**src/rtl/memory_stage.sv**
```systemverilog
// Memory pipeline stage: EX/MEM stage register, single-outstanding data-memory req/ack bus and
// the writeback register. Optional forwarding outputs are enabled by MEMORY_STAGE_FWD_EN.
module memory_stage #(
  parameter int unsigned XLEN      = 32,
  parameter int unsigned RF_ADDR_W = 32
) (
  input  logic                 clk,
  input  logic                 rst,
  input  logic                 valid_i,
  input  logic                 rf_we_i,
  input  logic                 mem_we_i,
  input  logic                 mem2rf_i,
  input  logic [XLEN-1:0]      mem_wdata_i,
  input  logic [RF_ADDR_W-1:0] rf_waddr_i,
  input  logic [XLEN-1:0]      alu_result_i,
  output logic                 stall_o,
  output logic                 dmem_req_o,
  output logic                 dmem_we_o,
  output logic [XLEN-1:0]      dmem_addr_o,
  output logic [XLEN-1:0]      dmem_wdata_o,
  input  logic                 dmem_ack_i,
  input  logic [XLEN-1:0]      dmem_rdata_i,
`ifdef MEMORY_STAGE_FWD_EN
  output logic                 fwd_valid_o,
  output logic [RF_ADDR_W-1:0] fwd_waddr_o,
  output logic [XLEN-1:0]      fwd_data_o,
`endif
  output logic                 valid_o,
  output logic                 rf_we_o,
  output logic [RF_ADDR_W-1:0] rf_waddr_o,
  output logic [XLEN-1:0]      rf_wdata_o
);

  typedef enum logic {StIdle, StReq} state_e;

  state_e state, state_next;

  logic                 s_valid;
  logic                 s_rf_we;
  logic                 s_mem_we;
  logic                 s_mem2rf;
  logic [XLEN-1:0]      s_mem_wdata;
  logic [RF_ADDR_W-1:0] s_rf_waddr;
  logic [XLEN-1:0]      s_alu_result;

  logic is_mem;
  logic in_is_mem;
  logic capture;
  logic acked;

  assign is_mem    = s_valid & (s_mem_we | s_mem2rf);
  assign in_is_mem = valid_i & (mem_we_i | mem2rf_i);

  // FSM state register
  always_ff @(posedge clk) begin
    if (rst) begin
      state <= StIdle;
    end else begin
      state <= state_next;
    end
  end

  // FSM next state: REQ persists across an ack edge that captures another memory op
  always_comb begin
    state_next = state;
    unique case (state)
      StIdle: if (in_is_mem) state_next = StReq;
      StReq:  if (dmem_ack_i && !in_is_mem) state_next = StIdle;
      default: state_next = StIdle;
    endcase
  end

  // FSM outputs
  always_comb begin
    dmem_req_o = (state == StReq);
    stall_o    = dmem_req_o & ~dmem_ack_i;
    acked      = dmem_req_o & dmem_ack_i;
    capture    = ~stall_o;
  end

  assign dmem_we_o    = s_mem_we;
  assign dmem_addr_o  = s_alu_result;
  assign dmem_wdata_o = s_mem_wdata;

  // EX/MEM stage register
  always_ff @(posedge clk) begin
    if (rst) begin
      s_valid      <= 1'b0;
      s_rf_we      <= 1'b0;
      s_mem_we     <= 1'b0;
      s_mem2rf     <= 1'b0;
      s_mem_wdata  <= '0;
      s_rf_waddr   <= '0;
      s_alu_result <= '0;
    end else if (capture) begin
      s_valid      <= valid_i;
      s_rf_we      <= rf_we_i;
      s_mem_we     <= mem_we_i;
      s_mem2rf     <= mem2rf_i;
      s_mem_wdata  <= mem_wdata_i;
      s_rf_waddr   <= rf_waddr_i;
      s_alu_result <= alu_result_i;
    end
  end

  // Writeback register: RF fields hold their last value when nothing completes
  always_ff @(posedge clk) begin
    if (rst) begin
      valid_o    <= 1'b0;
      rf_we_o    <= 1'b0;
      rf_waddr_o <= '0;
      rf_wdata_o <= '0;
    end else if (s_valid && !is_mem) begin
      valid_o    <= 1'b1;
      rf_we_o    <= s_rf_we;
      rf_waddr_o <= s_rf_waddr;
      rf_wdata_o <= s_alu_result;
    end else if (acked) begin
      valid_o    <= 1'b1;
      rf_we_o    <= s_rf_we;
      rf_waddr_o <= s_rf_waddr;
      rf_wdata_o <= s_mem2rf ? dmem_rdata_i : s_alu_result;
    end else begin
      valid_o    <= 1'b0;
    end
  end

`ifdef MEMORY_STAGE_FWD_EN
  assign fwd_valid_o = s_valid & s_rf_we & ~s_mem2rf;
  assign fwd_waddr_o = s_rf_waddr;
  assign fwd_data_o  = s_alu_result;
`endif

endmodule

```
**config.mk**
```make
export PLATFORM = sky130hd
export DESIGN_NAME = memory_stage
export DESIGN_NICKNAME = d
export VERILOG_FILES = /design/src/rtl/memory_stage.sv
export SDC_FILE = /design/constraint.sdc
export NUM_CORES = 1
export LEC_CHECK = 0
export ABC_AREA = 1
export BUFFER_PORTS_ARGS = -buffer_cell sky130_fd_sc_hd__buf_2
export CAP_MARGIN = 20
export CORE_MARGIN = 10
export CORE_UTILIZATION = 50
export CTS_BUF_LIST = sky130_fd_sc_hd__clkbuf_2 sky130_fd_sc_hd__clkbuf_4 sky130_fd_sc_hd__clkbuf_8
export CTS_CLUSTER_SIZE = 8
export DETAILED_ROUTE_END_ITERATION = 7
export PLACE_DENSITY = 0.82
export SLEW_MARGIN = 5
export SYNTH_ARGS = -nofsm -noshare
export SYNTH_HDL_FRONTEND = slang
export SYNTH_SLANG_ARGS = --single-unit
```
**constraint.sdc**
```tcl
create_clock -name clk -period 1.7 [get_ports clk]
set_input_delay 0.34 -clock clk [delete_from_list [all_inputs] [get_ports clk]]
set_output_delay 0.34 -clock clk [all_outputs]
set_load 0.02 [all_outputs]
```
==> results.toml <==
[logic_synthesis]
synth.most_common_cell = "nor2_1"
synth.cell_area_um2 = 6750
ys_ff_latch = 167
postSynth.asyncResetShare = 0
synth_warnings = 0
synth_flop_cell = "dfxtp_1"
postSynthCellCount = 972
avgSynthCellArea_um2 = 6.94
synth_nets = 1107
synthTopCellsByArea = "dfxtp_1 50%, nor2_1 15%, nand2_1 9.0%"
synth_common_cells = "264 x nor2_1, 167 x dfxtp_1, 162 x nand2_1"
synth_top_area_frac = 0.495
synth_edf_count = 0
yosys.area.top_type = "dfxtp_1"
yosysSeqAreaShare = 0.495
synth.distinct_cells = 17

[clocking]
cts_tree = "built"
clock-root-buffer = "clkbuf_8"
numCtsBuffers = 17
cts_sinks = 167
clkTransAtPathRegs_ns = 0.09
h-tree-depth = 4
clk_latency_ns = 0.46
clockBufferDepth = 2

[place]
detailed_place_hpwl_um = 14200
place_inst = 1361
gp_congestion = 0.840
io_buffers = 267

[sta]
worstMarginPinSlew_ns = 0.442
finalHoldViolCount = 0
setup_tns_ns = 0
fmax_ghz = 0.636
rsz0062_at_grt = "false"
skew_ns = 0.0129
relSlewSlack = 0.705
period_minus_slack_ns = 1.57
slew_viol_final = 0
period_share = 0.924
finalSetupViolCount = 0

[floorplan]
start_util = 0.510
die_area_um2 = 18500
ios = 268
rows = 42
dieHeight_um = 136
fp.coreArea_um2 = 13200
chipWidth_um = 136

[worst_setup_path]
r2r-start = "dmem_req_o"
cpPeakStageDelay_ns = 0.37
cpMaxStageDelayCell = "dfxtp_2"
worstPathMaxFanout = 5
critPathLaunch = "dmem_req_o"
cp.arrival_ns = 1.23
worstPathCellList = "inv_1, nor2_4, buf_4"
reg2reg_depth = 6
worstPathRequired_ns = 1.36
critical_path_class = "reg2out"
regToRegSetupSlack_ns = 0.30
r2r_end = "dmem_addr_o[30]"
startpoint_type = "register"
critical_path.endpoint_type = "output pin"

[layout]
nets = 1342
seqCellArea_um2 = 3340
syn_to_final_growth_pct = 28.7
multiInputGateArea_um2 = 2800
fillers = 1181
final_cell_count_no_fill = 1396
drive_gt1_frac = 0.270
diodes = 0

[pwr]
p_per_area_nw_per_um2 = 1060
vdd_drop_max_mv = 0.860
leakage_nw = 4.78

[worst_hold_path]
whs_path_depth = 2
hp-start = "rst"
min_path_type = "in2reg"
min_to = "valid_o"

[global_route]
grt_pass1_wl_um = 30700
globalRouteTotalUtil = 0.208
antenna_found_initial = 1
grt_max_degree = 100
grt_pass1_vias = 6101
grt_overflow = 0

[routing]
via_per_inst = 4.87
drc = 0
wl_um = 20200
drt_iter0_markers = 438
drtAntennaViolNets = 0
post_drt_wl_per_cell_um = 14.5
vias = 6794
drt_pass1_iterations = 8

[run]
drv_cap = 0

[outcome]
status = "finished clean"
## sequential cells by signal, summed over array words and instances, names as in the netlist
signal / flops
dmem_addr_o: 32
dmem_req_o: 1
dmem_wdata_o: 32
dmem_we_o: 1
rf_waddr_o: 32
rf_wdata_o: 32
rf_we_o: 1
s_mem2rf: 1
s_rf_waddr: 32
s_rf_we: 1
s_valid: 1
valid_o: 1
## cell type report
class,count,area share
timing repair buffer,290,0.187
inverter,69,0.0302
clock buffer,17,0.0269
clock inverter,15,0.0230
tap,176,0.0253
multi-input combinational,662,0.322
sequential,167,0.385
## report_power, final
group / internal (W) / total (W) / switching (W)
clock: 0.00161 / 0.00308 / 0.00147
combinational: 0.000637 / 0.00172 / 0.00108
sequential: 0.00424 / 0.00442 / 0.000180
total: 0.00648 / 0.00921 / 0.00273
## metrics by stage
| step | power (W) | hold WS, ns | area, µm² | setup slack (ns) | utilization |
|---|---|---|---|---|---|
| finish | 0.00921 | 0.0836 | 8690 | 0.129 | 0.656 |
| global route | 0.00967 | 0.0609 | 8690 | 0.0344 | 0.656 |
| CTS | 0.00929 | 0.0514 | 8660 | 0.000584 | 0.654 |
| detailed placement | 0.00623 | 0.466 | 8230 | 0.313 | 0.621 |
| global placement | 0.00619 | 0.456 | 8230 | 0.361 | 0.621 |
| floorplan | 0.00557 | 0.409 | 6750 | 0.309 | - |
## cell families (layout without fill, tap and decap cells)
family	after synthesis	count (layout)	share of synthesized area
buffers and inverters	143	391	0.0912
AND/OR/NAND/NOR	495	495	0.289
flip-flops	167	167	0.495
AO/OA/AOI/OAI	167	167	0.124
## per-layer routing
| metal | global-route usage | wire, µm | up-vias |
|---|---|---|---|
| li1 | - | - | 3514 |
| met1 | 0.237 | 7920 | 3009 |
| met2 | 0.343 | 9880 | 242 |
| met3 | 0.0886 | 2060 | 27 |
| met4 | 0.0686 | 325 | 2 |
| met5 | 0 | 13 | - |
## worst max-delay path: cells and delay by family, from the launching register on
family / cells / cell delay (ns)
flip-flops: 1 / 0.37
AND/OR/NAND/NOR: 1 / 0.16
buffers and inverters: 2 / 0.26
## cell usage in the layout, fill, tap and decap left out, types with 2 or more instances in the layout
cell type	Yosys	final
buf_2	36	266
clkinv_2	0	4
bufinv_16	0	4
o21ai_0	100	100
buf_4	1	15
nand2_4	0	2
dfxtp_1	167	166
buf_12	0	9
a21oi_1	67	67
inv_1	68	67
clkinvlp_4	0	4
nand2_1	162	161
nor2_1	264	264
nand3_1	65	65
inv_6	0	3
clkbuf_8	0	17
## what timing repair did
item | CTS | global route
resized for setup | 1 | 1
pin swaps | 0 | 1
hold buffers | 0 | 0
cloned | 0 | 0
buffers inserted | 0 | 3
endpoints found under the setup margin | 1 | 1
## how the worst max path moves through the flow
stage | to | slack, ns | depth (start not counted)
5_1_grt | stall_o | 0.03 | 3
3_5_place_dp | dmem_addr_o[2] | 0.31 | 6
4_1_cts | stall_o | 0.0006 | 3
6_report | stall_o | 0.13 | 3
3_3_place_gp | dmem_addr_o[23] | 0.36 | 5
2_1_floorplan | stall_o | 0.31 | 4
No activity file was read; power rests on OpenSTA's default activity.
